==> src/rtl/axi4_write_arbiter_if.sv <==
// AXI4 write channel bundle (AW/W/B) shared by the arbiter's requester and output ports.
// ID_W is 3 on the requester side; the output side carries one extra routing bit.
interface axi4_write_arbiter_if #(
    parameter int ID_W = 3
);
    logic            aw_valid;
    logic            aw_ready;
    logic [ID_W-1:0] aw_bits_id;
    logic [31:0]     aw_bits_addr;
    logic [7:0]      aw_bits_len;
    logic [2:0]      aw_bits_size;
    logic [1:0]      aw_bits_burst;
    logic [3:0]      aw_bits_echo_tl_state_size;
    logic [3:0]      aw_bits_echo_tl_state_source;

    logic            w_valid;
    logic            w_ready;
    logic [63:0]     w_bits_data;
    logic [7:0]      w_bits_strb;
    logic            w_bits_last;

    logic            b_valid;
    logic            b_ready;
    logic [ID_W-1:0] b_bits_id;
    logic [1:0]      b_bits_resp;
    logic [3:0]      b_bits_echo_tl_state_size;
    logic [3:0]      b_bits_echo_tl_state_source;

    modport master (
        output aw_valid, aw_bits_id, aw_bits_addr, aw_bits_len, aw_bits_size, aw_bits_burst,
               aw_bits_echo_tl_state_size, aw_bits_echo_tl_state_source,
               w_valid, w_bits_data, w_bits_strb, w_bits_last, b_ready,
        input  aw_ready, w_ready, b_valid, b_bits_id, b_bits_resp,
               b_bits_echo_tl_state_size, b_bits_echo_tl_state_source
    );

    modport slave (
        input  aw_valid, aw_bits_id, aw_bits_addr, aw_bits_len, aw_bits_size, aw_bits_burst,
               aw_bits_echo_tl_state_size, aw_bits_echo_tl_state_source,
               w_valid, w_bits_data, w_bits_strb, w_bits_last, b_ready,
        output aw_ready, w_ready, b_valid, b_bits_id, b_bits_resp,
               b_bits_echo_tl_state_size, b_bits_echo_tl_state_source
    );
endinterface

==> src/rtl/axi4_write_arbiter.sv <==
// Two-requester AXI4 write arbiter: round-robin AW grant, W locked to the grant until
// the last beat, B routed back by the top output ID bit, per-requester outstanding limit of 4.
module axi4_write_arbiter (
    input  logic                        clock,
    input  logic                        reset,
    axi4_write_arbiter_if.slave         auto_in_0,
    axi4_write_arbiter_if.slave         auto_in_1,
    axi4_write_arbiter_if.master        auto_out
);
    typedef enum logic [1:0] {IDLE, ADDR, DATA} state_t;

    state_t          state, state_nxt;
    logic            grant, grant_nxt;
    logic            last_grant, last_grant_nxt;
    logic [1:0][2:0] outstanding;
    logic [1:0]      eligible;
    logic [1:0]      aw_hs;
    logic [1:0]      b_hs;
    logic            aw_fire;
    logic            w_fire;
    logic            b_port;

    assign eligible[0] = auto_in_0.aw_valid && (outstanding[0] < 3'd4);
    assign eligible[1] = auto_in_1.aw_valid && (outstanding[1] < 3'd4);

    // AW/W payload always follows the grant; only valid/ready are state-gated.
    assign auto_out.aw_bits_id    = {grant, grant ? auto_in_1.aw_bits_id : auto_in_0.aw_bits_id};
    assign auto_out.aw_bits_addr  = grant ? auto_in_1.aw_bits_addr  : auto_in_0.aw_bits_addr;
    assign auto_out.aw_bits_len   = grant ? auto_in_1.aw_bits_len   : auto_in_0.aw_bits_len;
    assign auto_out.aw_bits_size  = grant ? auto_in_1.aw_bits_size  : auto_in_0.aw_bits_size;
    assign auto_out.aw_bits_burst = grant ? auto_in_1.aw_bits_burst : auto_in_0.aw_bits_burst;
    assign auto_out.aw_bits_echo_tl_state_size =
        grant ? auto_in_1.aw_bits_echo_tl_state_size : auto_in_0.aw_bits_echo_tl_state_size;
    assign auto_out.aw_bits_echo_tl_state_source =
        grant ? auto_in_1.aw_bits_echo_tl_state_source : auto_in_0.aw_bits_echo_tl_state_source;
    assign auto_out.w_bits_data   = grant ? auto_in_1.w_bits_data : auto_in_0.w_bits_data;
    assign auto_out.w_bits_strb   = grant ? auto_in_1.w_bits_strb : auto_in_0.w_bits_strb;
    assign auto_out.w_bits_last   = grant ? auto_in_1.w_bits_last : auto_in_0.w_bits_last;

    always_ff @(posedge clock or posedge reset) begin
        if (reset) begin
            state      <= IDLE;
            grant      <= 1'b0;
            last_grant <= 1'b1;
        end else begin
            state      <= state_nxt;
            grant      <= grant_nxt;
            last_grant <= last_grant_nxt;
        end
    end

    always_comb begin
        state_nxt          = state;
        grant_nxt          = grant;
        last_grant_nxt     = last_grant;
        auto_out.aw_valid  = 1'b0;
        auto_out.w_valid   = 1'b0;
        auto_in_0.aw_ready = 1'b0;
        auto_in_1.aw_ready = 1'b0;
        auto_in_0.w_ready  = 1'b0;
        auto_in_1.w_ready  = 1'b0;
        aw_fire            = 1'b0;
        w_fire             = 1'b0;
        case (state)
            IDLE: begin
                if (|eligible) begin
                    grant_nxt      = (&eligible) ? ~last_grant : eligible[1];
                    last_grant_nxt = grant_nxt;
                    state_nxt      = ADDR;
                end
            end
            ADDR: begin
                auto_out.aw_valid  = grant ? auto_in_1.aw_valid : auto_in_0.aw_valid;
                auto_in_0.aw_ready = !grant && auto_out.aw_ready;
                auto_in_1.aw_ready = grant && auto_out.aw_ready;
                aw_fire            = (grant ? auto_in_1.aw_valid : auto_in_0.aw_valid) && auto_out.aw_ready;
                if (aw_fire) state_nxt = DATA;
            end
            DATA: begin
                auto_out.w_valid  = grant ? auto_in_1.w_valid : auto_in_0.w_valid;
                auto_in_0.w_ready = !grant && auto_out.w_ready;
                auto_in_1.w_ready = grant && auto_out.w_ready;
                w_fire            = (grant ? auto_in_1.w_valid : auto_in_0.w_valid) && auto_out.w_ready;
                if (w_fire && auto_out.w_bits_last) state_nxt = IDLE;
            end
            default: state_nxt = IDLE;
        endcase
    end

    assign aw_hs = {aw_fire && grant, aw_fire && !grant};

    // B path is purely combinational and independent of the FSM.
    assign b_port = auto_out.b_bits_id[3];
    assign auto_in_0.b_valid = auto_out.b_valid && !b_port;
    assign auto_in_1.b_valid = auto_out.b_valid && b_port;
    assign auto_in_0.b_bits_id = auto_out.b_bits_id[2:0];
    assign auto_in_1.b_bits_id = auto_out.b_bits_id[2:0];
    assign auto_in_0.b_bits_resp = auto_out.b_bits_resp;
    assign auto_in_1.b_bits_resp = auto_out.b_bits_resp;
    assign auto_in_0.b_bits_echo_tl_state_size   = auto_out.b_bits_echo_tl_state_size;
    assign auto_in_1.b_bits_echo_tl_state_size   = auto_out.b_bits_echo_tl_state_size;
    assign auto_in_0.b_bits_echo_tl_state_source = auto_out.b_bits_echo_tl_state_source;
    assign auto_in_1.b_bits_echo_tl_state_source = auto_out.b_bits_echo_tl_state_source;
    assign auto_out.b_ready = b_port ? auto_in_1.b_ready : auto_in_0.b_ready;
    assign b_hs = {auto_out.b_valid && b_port && auto_in_1.b_ready,
                   auto_out.b_valid && !b_port && auto_in_0.b_ready};

    always_ff @(posedge clock or posedge reset) begin
        if (reset) begin
            outstanding <= '0;
        end else begin
            for (int unsigned n = 0; n < 2; n++) begin
                if (aw_hs[n] && !b_hs[n] && outstanding[n] != 3'd4)
                    outstanding[n] <= outstanding[n] + 3'd1;
                else if (b_hs[n] && !aw_hs[n] && outstanding[n] != 3'd0)
                    outstanding[n] <= outstanding[n] - 3'd1;
            end
        end
    end
endmodule

==> src/flat_wrapper.sv <==
// flat-port wrapper written by rule: the top's interface ports become plain ports
module axi4_write_arbiter_flat 
  (clock, reset, auto_in_0_aw_valid, auto_in_0_aw_bits_id, auto_in_0_aw_bits_addr, auto_in_0_aw_bits_len, auto_in_0_aw_bits_size, auto_in_0_aw_bits_burst, auto_in_0_aw_bits_echo_tl_state_size, auto_in_0_aw_bits_echo_tl_state_source, auto_in_0_w_valid, auto_in_0_w_bits_data, auto_in_0_w_bits_strb, auto_in_0_w_bits_last, auto_in_0_b_ready, auto_in_0_aw_ready, auto_in_0_w_ready, auto_in_0_b_valid, auto_in_0_b_bits_id, auto_in_0_b_bits_resp, auto_in_0_b_bits_echo_tl_state_size, auto_in_0_b_bits_echo_tl_state_source, auto_in_1_aw_valid, auto_in_1_aw_bits_id, auto_in_1_aw_bits_addr, auto_in_1_aw_bits_len, auto_in_1_aw_bits_size, auto_in_1_aw_bits_burst, auto_in_1_aw_bits_echo_tl_state_size, auto_in_1_aw_bits_echo_tl_state_source, auto_in_1_w_valid, auto_in_1_w_bits_data, auto_in_1_w_bits_strb, auto_in_1_w_bits_last, auto_in_1_b_ready, auto_in_1_aw_ready, auto_in_1_w_ready, auto_in_1_b_valid, auto_in_1_b_bits_id, auto_in_1_b_bits_resp, auto_in_1_b_bits_echo_tl_state_size, auto_in_1_b_bits_echo_tl_state_source, auto_out_aw_valid, auto_out_aw_bits_id, auto_out_aw_bits_addr, auto_out_aw_bits_len, auto_out_aw_bits_size, auto_out_aw_bits_burst, auto_out_aw_bits_echo_tl_state_size, auto_out_aw_bits_echo_tl_state_source, auto_out_w_valid, auto_out_w_bits_data, auto_out_w_bits_strb, auto_out_w_bits_last, auto_out_b_ready, auto_out_aw_ready, auto_out_w_ready, auto_out_b_valid, auto_out_b_bits_id, auto_out_b_bits_resp, auto_out_b_bits_echo_tl_state_size, auto_out_b_bits_echo_tl_state_source);
  axi4_write_arbiter_if #(.ID_W(3)) auto_in_0_i ();
  axi4_write_arbiter_if #(.ID_W(3)) auto_in_1_i ();
  axi4_write_arbiter_if #(.ID_W(4)) auto_out_i ();
  input  logic clock;
  input  logic reset;
  input wire logic [$bits(auto_in_0_i.aw_valid)-1:0] auto_in_0_aw_valid;
  input wire logic [$bits(auto_in_0_i.aw_bits_id)-1:0] auto_in_0_aw_bits_id;
  input wire logic [$bits(auto_in_0_i.aw_bits_addr)-1:0] auto_in_0_aw_bits_addr;
  input wire logic [$bits(auto_in_0_i.aw_bits_len)-1:0] auto_in_0_aw_bits_len;
  input wire logic [$bits(auto_in_0_i.aw_bits_size)-1:0] auto_in_0_aw_bits_size;
  input wire logic [$bits(auto_in_0_i.aw_bits_burst)-1:0] auto_in_0_aw_bits_burst;
  input wire logic [$bits(auto_in_0_i.aw_bits_echo_tl_state_size)-1:0] auto_in_0_aw_bits_echo_tl_state_size;
  input wire logic [$bits(auto_in_0_i.aw_bits_echo_tl_state_source)-1:0] auto_in_0_aw_bits_echo_tl_state_source;
  input wire logic [$bits(auto_in_0_i.w_valid)-1:0] auto_in_0_w_valid;
  input wire logic [$bits(auto_in_0_i.w_bits_data)-1:0] auto_in_0_w_bits_data;
  input wire logic [$bits(auto_in_0_i.w_bits_strb)-1:0] auto_in_0_w_bits_strb;
  input wire logic [$bits(auto_in_0_i.w_bits_last)-1:0] auto_in_0_w_bits_last;
  input wire logic [$bits(auto_in_0_i.b_ready)-1:0] auto_in_0_b_ready;
  output wire logic [$bits(auto_in_0_i.aw_ready)-1:0] auto_in_0_aw_ready;
  output wire logic [$bits(auto_in_0_i.w_ready)-1:0] auto_in_0_w_ready;
  output wire logic [$bits(auto_in_0_i.b_valid)-1:0] auto_in_0_b_valid;
  output wire logic [$bits(auto_in_0_i.b_bits_id)-1:0] auto_in_0_b_bits_id;
  output wire logic [$bits(auto_in_0_i.b_bits_resp)-1:0] auto_in_0_b_bits_resp;
  output wire logic [$bits(auto_in_0_i.b_bits_echo_tl_state_size)-1:0] auto_in_0_b_bits_echo_tl_state_size;
  output wire logic [$bits(auto_in_0_i.b_bits_echo_tl_state_source)-1:0] auto_in_0_b_bits_echo_tl_state_source;
  input wire logic [$bits(auto_in_1_i.aw_valid)-1:0] auto_in_1_aw_valid;
  input wire logic [$bits(auto_in_1_i.aw_bits_id)-1:0] auto_in_1_aw_bits_id;
  input wire logic [$bits(auto_in_1_i.aw_bits_addr)-1:0] auto_in_1_aw_bits_addr;
  input wire logic [$bits(auto_in_1_i.aw_bits_len)-1:0] auto_in_1_aw_bits_len;
  input wire logic [$bits(auto_in_1_i.aw_bits_size)-1:0] auto_in_1_aw_bits_size;
  input wire logic [$bits(auto_in_1_i.aw_bits_burst)-1:0] auto_in_1_aw_bits_burst;
  input wire logic [$bits(auto_in_1_i.aw_bits_echo_tl_state_size)-1:0] auto_in_1_aw_bits_echo_tl_state_size;
  input wire logic [$bits(auto_in_1_i.aw_bits_echo_tl_state_source)-1:0] auto_in_1_aw_bits_echo_tl_state_source;
  input wire logic [$bits(auto_in_1_i.w_valid)-1:0] auto_in_1_w_valid;
  input wire logic [$bits(auto_in_1_i.w_bits_data)-1:0] auto_in_1_w_bits_data;
  input wire logic [$bits(auto_in_1_i.w_bits_strb)-1:0] auto_in_1_w_bits_strb;
  input wire logic [$bits(auto_in_1_i.w_bits_last)-1:0] auto_in_1_w_bits_last;
  input wire logic [$bits(auto_in_1_i.b_ready)-1:0] auto_in_1_b_ready;
  output wire logic [$bits(auto_in_1_i.aw_ready)-1:0] auto_in_1_aw_ready;
  output wire logic [$bits(auto_in_1_i.w_ready)-1:0] auto_in_1_w_ready;
  output wire logic [$bits(auto_in_1_i.b_valid)-1:0] auto_in_1_b_valid;
  output wire logic [$bits(auto_in_1_i.b_bits_id)-1:0] auto_in_1_b_bits_id;
  output wire logic [$bits(auto_in_1_i.b_bits_resp)-1:0] auto_in_1_b_bits_resp;
  output wire logic [$bits(auto_in_1_i.b_bits_echo_tl_state_size)-1:0] auto_in_1_b_bits_echo_tl_state_size;
  output wire logic [$bits(auto_in_1_i.b_bits_echo_tl_state_source)-1:0] auto_in_1_b_bits_echo_tl_state_source;
  output wire logic [$bits(auto_out_i.aw_valid)-1:0] auto_out_aw_valid;
  output wire logic [$bits(auto_out_i.aw_bits_id)-1:0] auto_out_aw_bits_id;
  output wire logic [$bits(auto_out_i.aw_bits_addr)-1:0] auto_out_aw_bits_addr;
  output wire logic [$bits(auto_out_i.aw_bits_len)-1:0] auto_out_aw_bits_len;
  output wire logic [$bits(auto_out_i.aw_bits_size)-1:0] auto_out_aw_bits_size;
  output wire logic [$bits(auto_out_i.aw_bits_burst)-1:0] auto_out_aw_bits_burst;
  output wire logic [$bits(auto_out_i.aw_bits_echo_tl_state_size)-1:0] auto_out_aw_bits_echo_tl_state_size;
  output wire logic [$bits(auto_out_i.aw_bits_echo_tl_state_source)-1:0] auto_out_aw_bits_echo_tl_state_source;
  output wire logic [$bits(auto_out_i.w_valid)-1:0] auto_out_w_valid;
  output wire logic [$bits(auto_out_i.w_bits_data)-1:0] auto_out_w_bits_data;
  output wire logic [$bits(auto_out_i.w_bits_strb)-1:0] auto_out_w_bits_strb;
  output wire logic [$bits(auto_out_i.w_bits_last)-1:0] auto_out_w_bits_last;
  output wire logic [$bits(auto_out_i.b_ready)-1:0] auto_out_b_ready;
  input wire logic [$bits(auto_out_i.aw_ready)-1:0] auto_out_aw_ready;
  input wire logic [$bits(auto_out_i.w_ready)-1:0] auto_out_w_ready;
  input wire logic [$bits(auto_out_i.b_valid)-1:0] auto_out_b_valid;
  input wire logic [$bits(auto_out_i.b_bits_id)-1:0] auto_out_b_bits_id;
  input wire logic [$bits(auto_out_i.b_bits_resp)-1:0] auto_out_b_bits_resp;
  input wire logic [$bits(auto_out_i.b_bits_echo_tl_state_size)-1:0] auto_out_b_bits_echo_tl_state_size;
  input wire logic [$bits(auto_out_i.b_bits_echo_tl_state_source)-1:0] auto_out_b_bits_echo_tl_state_source;
  assign auto_in_0_i.aw_valid = auto_in_0_aw_valid;
  assign auto_in_0_i.aw_bits_id = auto_in_0_aw_bits_id;
  assign auto_in_0_i.aw_bits_addr = auto_in_0_aw_bits_addr;
  assign auto_in_0_i.aw_bits_len = auto_in_0_aw_bits_len;
  assign auto_in_0_i.aw_bits_size = auto_in_0_aw_bits_size;
  assign auto_in_0_i.aw_bits_burst = auto_in_0_aw_bits_burst;
  assign auto_in_0_i.aw_bits_echo_tl_state_size = auto_in_0_aw_bits_echo_tl_state_size;
  assign auto_in_0_i.aw_bits_echo_tl_state_source = auto_in_0_aw_bits_echo_tl_state_source;
  assign auto_in_0_i.w_valid = auto_in_0_w_valid;
  assign auto_in_0_i.w_bits_data = auto_in_0_w_bits_data;
  assign auto_in_0_i.w_bits_strb = auto_in_0_w_bits_strb;
  assign auto_in_0_i.w_bits_last = auto_in_0_w_bits_last;
  assign auto_in_0_i.b_ready = auto_in_0_b_ready;
  assign auto_in_0_aw_ready = auto_in_0_i.aw_ready;
  assign auto_in_0_w_ready = auto_in_0_i.w_ready;
  assign auto_in_0_b_valid = auto_in_0_i.b_valid;
  assign auto_in_0_b_bits_id = auto_in_0_i.b_bits_id;
  assign auto_in_0_b_bits_resp = auto_in_0_i.b_bits_resp;
  assign auto_in_0_b_bits_echo_tl_state_size = auto_in_0_i.b_bits_echo_tl_state_size;
  assign auto_in_0_b_bits_echo_tl_state_source = auto_in_0_i.b_bits_echo_tl_state_source;
  assign auto_in_1_i.aw_valid = auto_in_1_aw_valid;
  assign auto_in_1_i.aw_bits_id = auto_in_1_aw_bits_id;
  assign auto_in_1_i.aw_bits_addr = auto_in_1_aw_bits_addr;
  assign auto_in_1_i.aw_bits_len = auto_in_1_aw_bits_len;
  assign auto_in_1_i.aw_bits_size = auto_in_1_aw_bits_size;
  assign auto_in_1_i.aw_bits_burst = auto_in_1_aw_bits_burst;
  assign auto_in_1_i.aw_bits_echo_tl_state_size = auto_in_1_aw_bits_echo_tl_state_size;
  assign auto_in_1_i.aw_bits_echo_tl_state_source = auto_in_1_aw_bits_echo_tl_state_source;
  assign auto_in_1_i.w_valid = auto_in_1_w_valid;
  assign auto_in_1_i.w_bits_data = auto_in_1_w_bits_data;
  assign auto_in_1_i.w_bits_strb = auto_in_1_w_bits_strb;
  assign auto_in_1_i.w_bits_last = auto_in_1_w_bits_last;
  assign auto_in_1_i.b_ready = auto_in_1_b_ready;
  assign auto_in_1_aw_ready = auto_in_1_i.aw_ready;
  assign auto_in_1_w_ready = auto_in_1_i.w_ready;
  assign auto_in_1_b_valid = auto_in_1_i.b_valid;
  assign auto_in_1_b_bits_id = auto_in_1_i.b_bits_id;
  assign auto_in_1_b_bits_resp = auto_in_1_i.b_bits_resp;
  assign auto_in_1_b_bits_echo_tl_state_size = auto_in_1_i.b_bits_echo_tl_state_size;
  assign auto_in_1_b_bits_echo_tl_state_source = auto_in_1_i.b_bits_echo_tl_state_source;
  assign auto_out_aw_valid = auto_out_i.aw_valid;
  assign auto_out_aw_bits_id = auto_out_i.aw_bits_id;
  assign auto_out_aw_bits_addr = auto_out_i.aw_bits_addr;
  assign auto_out_aw_bits_len = auto_out_i.aw_bits_len;
  assign auto_out_aw_bits_size = auto_out_i.aw_bits_size;
  assign auto_out_aw_bits_burst = auto_out_i.aw_bits_burst;
  assign auto_out_aw_bits_echo_tl_state_size = auto_out_i.aw_bits_echo_tl_state_size;
  assign auto_out_aw_bits_echo_tl_state_source = auto_out_i.aw_bits_echo_tl_state_source;
  assign auto_out_w_valid = auto_out_i.w_valid;
  assign auto_out_w_bits_data = auto_out_i.w_bits_data;
  assign auto_out_w_bits_strb = auto_out_i.w_bits_strb;
  assign auto_out_w_bits_last = auto_out_i.w_bits_last;
  assign auto_out_b_ready = auto_out_i.b_ready;
  assign auto_out_i.aw_ready = auto_out_aw_ready;
  assign auto_out_i.w_ready = auto_out_w_ready;
  assign auto_out_i.b_valid = auto_out_b_valid;
  assign auto_out_i.b_bits_id = auto_out_b_bits_id;
  assign auto_out_i.b_bits_resp = auto_out_b_bits_resp;
  assign auto_out_i.b_bits_echo_tl_state_size = auto_out_b_bits_echo_tl_state_size;
  assign auto_out_i.b_bits_echo_tl_state_source = auto_out_b_bits_echo_tl_state_source;
  axi4_write_arbiter u_core (.clock(clock), .reset(reset), .auto_in_0(auto_in_0_i), .auto_in_1(auto_in_1_i), .auto_out(auto_out_i));
endmodule
==> config.mk <==
export PLATFORM = sky130hd
export DESIGN_NAME = axi4_write_arbiter_flat
export DESIGN_NICKNAME = d
export VERILOG_FILES = /design/src/rtl/axi4_write_arbiter_if.sv /design/src/rtl/axi4_write_arbiter.sv /design/src/flat_wrapper.sv
export SDC_FILE = /design/constraint.sdc
export NUM_CORES = 1
export LEC_CHECK = 0
export BUFFER_PORTS_ARGS = -buffer_cell sky130_fd_sc_hd__buf_2
export CORE_AREA = 2 2 174 176
export CTS_CLUSTER_SIZE = 30
export DETAILED_ROUTE_END_ITERATION = 10
export DIE_AREA = 0 0 176 178
export PLACE_DENSITY_LB_ADDON = 0.1
export SYNTH_ARGS = -nofsm -noshare
export SYNTH_HDL_FRONTEND = slang
export SYNTH_SLANG_ARGS = --single-unit
==> constraint.sdc <==
create_clock -name clock -period 4.85 [get_ports clock]
set_input_delay 0 -clock clock [delete_from_list [all_inputs] [get_ports clock]]
set_output_delay 0 -clock clock [all_outputs]
set_load 0.02 [all_outputs]
== Word-level counts from Yosys, hierarchy flattened ==
Index checks and enable logic that the tools add are counted.
Word-level totals
  register bits after elaboration: 10
  output and inout port bits: 165
  word-level logic and storage cells: 86
  input port bits: 283
Operators by class
  reductions and logical operators: 38
  bitwise logic cells: 1
  equal/unequal tests: 7
  add/sub/neg operators: 4
  muxes and demuxes: 29
  order comparisons: 2
Operators by type and width (number)
  $mux 64: 1
  $mux 32: 1
  $logic_and 1x1->1: 23
  $mux 3: 6
  $mux 8: 2
  $mux 1: 12
  $mux 2: 4
  $mux 4: 2
  $add 3x1->3 const B: 2
  $logic_not 1->1: 6
  $lt 3x3->1 const B: 2
  $ne 2x1->1 const B: 3
  $ne 3x3->1 const B: 2
  $pmux 2 s3: 1
  $reduce_bool 3->1: 2
  $sub 3x1->3 const B: 2
  $reduce_and 2->1: 2
  $reduce_bool 2->1: 2
  $reduce_and 3->1: 1
  $eq 2x1->1 const B: 1
  $eq 2x2->1 const B: 1
  $logic_not 2->1: 1
  $reduce_or 2->1: 1
  $not 1->1: 1

== Logic depth before layout (Yosys ltp) ==
  depth in word-level cells: 9
  depth in mapped cells: 8
  mapped depth without buffers: 7

== Worst setup path after synthesis ==
Ideal clock, no wire load.
  path type: register to register
  from: register u_core.state[1]
  to: register u_core.outstanding[5] (netlist name)
  period minus slack after synthesis: 2123 ps
  setup slack: 2727 ps
  setup time: 119 ps
  data required time: 4731 ps
  stages on the path, launching flop included: 9
  arrival time: 2004 ps
  path buffers: 1
  path through: dfrtp_1 and4b_1 buf_6 and3_4 nand2_1 fa_1 a211o_1 o22a_1 o21a_1
On the way
  cells in the longest elaborated chain, start to end: 7
  elaborated cells between the ends (all ways): 10
  classes of those cells: 1 x eq/ne; 2 x mux; 7 x reduce/logical
RTL lines
  start, declared: RTL line axi4_write_arbiter.sv:12  | state_t state, state_nxt;
  start signal, assigned: RTL line axi4_write_arbiter.sv:46  | state <= state_nxt;
  $eq 2x1->1 (*): RTL line axi4_write_arbiter.sv:64  | case (state)
  $mux 1 (*): RTL line axi4_write_arbiter.sv:64
  $logic_and 1x1->1 (*): RTL line axi4_write_arbiter.sv:90  | assign aw_hs = {aw_fire && grant, aw_fire && !grant};
  $logic_not 1->1: RTL line axi4_write_arbiter.sv:115  | else if (b_hs[n] && !aw_hs[n] && outstanding[n] != 3'd0)
  $logic_and 1x1->1 (2 in a row): RTL line axi4_write_arbiter.sv:115
  $reduce_bool 2->1 (no line)
  end signal, assigned by index: RTL line axi4_write_arbiter.sv:114  | outstanding[n] <= outstanding[n] + 3'd1;
  end signal, assigned by index: RTL line axi4_write_arbiter.sv:116  | outstanding[n] <= outstanding[n] - 3'd1;
  end, declared: RTL line axi4_write_arbiter.sv:15  | logic [1:0][2:0] outstanding;
Mark *: on every way between the ends. The rest lies on a longest branch, timed or not.
A chain may end at the register's enable or synchronous reset.

== Final worst setup path ==
  from: register u_core.grant
  to: register u_core.outstanding[2] (netlist name)
On the way
  cells in the longest elaborated chain, start to end: 8
  elaborated cells between the ends (all ways): 12
  classes of those cells: 3 x mux; 9 x reduce/logical
RTL lines
  start, declared: RTL line axi4_write_arbiter.sv:13  | logic grant, grant_nxt;
  start signal, assigned: RTL line axi4_write_arbiter.sv:47  | grant <= grant_nxt;
  $mux 1: RTL line axi4_write_arbiter.sv:76  | aw_fire = (grant ? auto_in_1.aw_valid : auto_in_0.aw_valid) && auto_out.aw_ready;
  $logic_and 1x1->1: RTL line axi4_write_arbiter.sv:76
  $mux 1: RTL line axi4_write_arbiter.sv:64
  $logic_and 1x1->1 (*): RTL line axi4_write_arbiter.sv:90
  $logic_not 1->1: RTL line axi4_write_arbiter.sv:115
  $logic_and 1x1->1 (2 in a row): RTL line axi4_write_arbiter.sv:115
  $reduce_bool 2->1 (no line)
Marks and branches as above.

==> results.md <==
- Status: finished, final reports clean
- Post-Syn Instances: 264
- Initial antenna violation count: 3
- Worst-case reg-to-reg path depth: 6
- Vias in the first global route: 3,233
- Max transition margin: 0.385
- Pwr dens: 457 nW/um^2
- Die ar.: 31,300 sq um
- Finished Core Util: 0.166
- Synth area leader: mux2_2
- Drt total wl: 15,900 um
- RSZ-0062 raised after global routing: false
- Period utilisation layout: 0.490
- Asr flop ratio synth: 1.00
- Detail-routed via count per cell: 3.27
- Worst Skew: 0.00327 ns
- CP Data Arrival Time: 2.51 ns
- Die X-Extent: 176 um
- Number of routed nets with antenna violations: 0
- Max cap viols: 0
- Min Tclk post-route: 2.37 ns
- Gr usage total: 0.0874
- R2r endpoint: u_core.outstanding[2]
- Main synth FF type: dfrtp_1
- Vias: 3,361
- Total leakage power: 2.51 nW
- Crit. End Element: flop
- F_max: 421 MHz
- First-pass GRT wire length: 20,600 um
- Num CTS Buffers: 3
- Worst vdd ir: 242 uV
- Core area: 29,400 sq um
- Fill cells: 3,396
- Clock Sinks: 10
- Synth cell types: 38
- Syn nets: 549
- Count of input and output buffers: 408
- Sequential fraction of the synthesis area: 0.0996
- Initial drt markers: 54
- Pin count of the biggest net entering global routing: 69
- Post-synth EDFFs: 0
- Most frequent cell after synthesis: mux2_2
- H-tree levels: 1
- # nets final: 922
- Gpl congestion: 0.695
- Slew @ Worst Pin: 0.923 ns
- Die height: 178 um
- Io pins: 448
- Slew Limit Fails: 0
- Worst Path Max Fanout: 18
- Setup crit start kind: flop
- Setup Viol. Count Final: 0
- Most frequent cells after synthesis: mux2_2 (132), buf_4 (27), buf_2 (15)
- Final Hold Fails: 0
- DP Worst Slack: 2.46 ns
- Hold Crit Class: primary input to output pin
- PnR worst setup slack: 2.48 ns
- Synth Register Bits: 10
- GRT overflow: 0
- Routed length per instance: 15.5 um
- Layout cells sized above 1: 0.865
- 1st-pass router iterations: 4
- Initial Util: 0.0859
- Crit path from: u_core.grant
- CTS root buffer: clkbuf_16
- TritonCTS clock tree: yes
- FF-to-FF setup slack: 2.48 ns
- Mean Syn Cell Area: 9.57 sq um
- # rows: 63
- Worst setup path class: flop to flop
- Skew-Pair Late Insertion Delay: 0.24 ns
- Area Overhead vs Synth: 93.2%
- Setup_tns: 0 ns
- Required @ worst endpoint: 4.98 ns
- End point of the critical path: u_core.outstanding[2]
- CTS max path bufs: 2
- Number of remaining DRC errors: 0
- Worst hold slack: 0.00000649 ns
- Ys Warns: 0
- CTS clk-pin slew, worst paths: 0.04 ns
- Mapped cell area: 2530 sq um
- Synth area leaders: mux2_2 (59%), dfrtp_1 (8.9%), buf_4 (8.0%), buf_2 (3.0%), nand2_1 (1.8%)
- RR Startpoint: u_core.grant
- Top cell type's share of synthesized area: 0.588
- Post-DP HPWL: 14,200 um
[worst max-delay path, stage by stage (launching register included)]
cell	delay [ns]
dfrtp_4	0.59
nand4bb_2	0.34
nor3_1	0.30
nand2_1	0.12
fa_1	0.50
and3_1	0.17
nor4_1	0.26
[per-layer routing]
layer,global-route usage,vias up,wire (um)
met4,0.00723,4,44
met3,0.0260,10,1300
met1,0.108,1498,6380
li1,-,1690,-
met5,0,-,32
met2,0.156,159,8160
[flip-flops by register name, indices dropped and copies added (netlist names)]
signal / count
u_core.last_grant: 1
u_core.state: 2
u_core.grant: 1
u_core.outstanding: 6
[area by class of cell]
type | count | area [sq um] | area share
Clock buffer | 4 | 78.8 | 0.0162
Multi-Input combinational cell | 204 | 1960 | 0.402
Sequential cell | 10 | 255 | 0.0523
Inverter | 7 | 26.3 | 0.00538
Tap cell | 390 | 488 | 0.100
Timing Repair Buffer | 411 | 2070 | 0.424
Antenna cell | 2 | 5.00 | 0.00103
[timing repair]
| action | CTS | global route |
|---|---|---|
| gates resized for setup | 0 | 0 |
| endpoints found under the hold margin | 9 | 0 |
| hold buffers | 1 | 0 |
| setup buffers | 0 | 0 |
[cells in the final DEF (no fill, tap or decap), types with 2 or more instances in the layout]
cell	netlist	routed
buf_2	15	408
mux2_2	132	132
nand2_1	12	12
dfrtp_1	9	8
nor2_1	7	7
inv_1	6	6
nor2b_1	5	5
o21ai_0	4	4
o22a_1	4	4
a21oi_1	4	4
nor3_1	4	4
nor4_1	3	3
clkbuf_16	0	3
diode_2	0	2
nand3_1	2	2
mux2i_1	2	2
o2111ai_1	2	2
o211ai_1	2	2
a211oi_1	2	2
and3_1	2	2
fa_1	2	2
buf_4	27	2
[through the flow]
step | area [sq um] | power [mW] | cells
floorplan | 2530 | 1.54 | 264
global placement | 4790 | 2.16 | 1021
detailed placement | 4790 | 2.12 | 1021
CTS | 4870 | 2.28 | 1026
global route | 4870 | 2.40 | 1026
finish | 4880 | 2.23 | 1028
[worst min path at each step]
stage,from,endpoint,slack [ns],cells after the start
after global placement,auto_out_b_bits_echo_tl_state_size[0],auto_in_0_b_bits_echo_tl_state_size[0],0.0002,0
after global routing,auto_out_b_bits_id[1],auto_in_0_b_bits_id[1],0.00008,0
after CTS,auto_out_b_bits_echo_tl_state_size[0],auto_in_0_b_bits_echo_tl_state_size[0],0.0002,0
after detailed placement,auto_out_b_bits_echo_tl_state_size[0],auto_in_0_b_bits_echo_tl_state_size[0],0.0002,0
final,auto_out_b_bits_id[1],auto_in_0_b_bits_id[1],0.000006,0
after floorplan,reset,u_core.grant,-0.16,1
[cells by family after synthesis]
family,count (synthesis),synth area share
AOI/OAI and AO/OA,23,0.0634
xor gates and xnor gates,1,0.00347
adders and majority gates,2,0.0159
buffers and inverters,50,0.125
DFF,10,0.0996
muxes,134,0.596
and+or+nand+nor,44,0.0966
[power breakdown]
| group | switching, mW | internal (mW) |
|---|---|---|
| Combinational | 1.05 | 0.817 |
| Clock | 0.0397 | 0.110 |
| Sequential | 0.0830 | 0.131 |
Power figures use the tool's default switching activity.
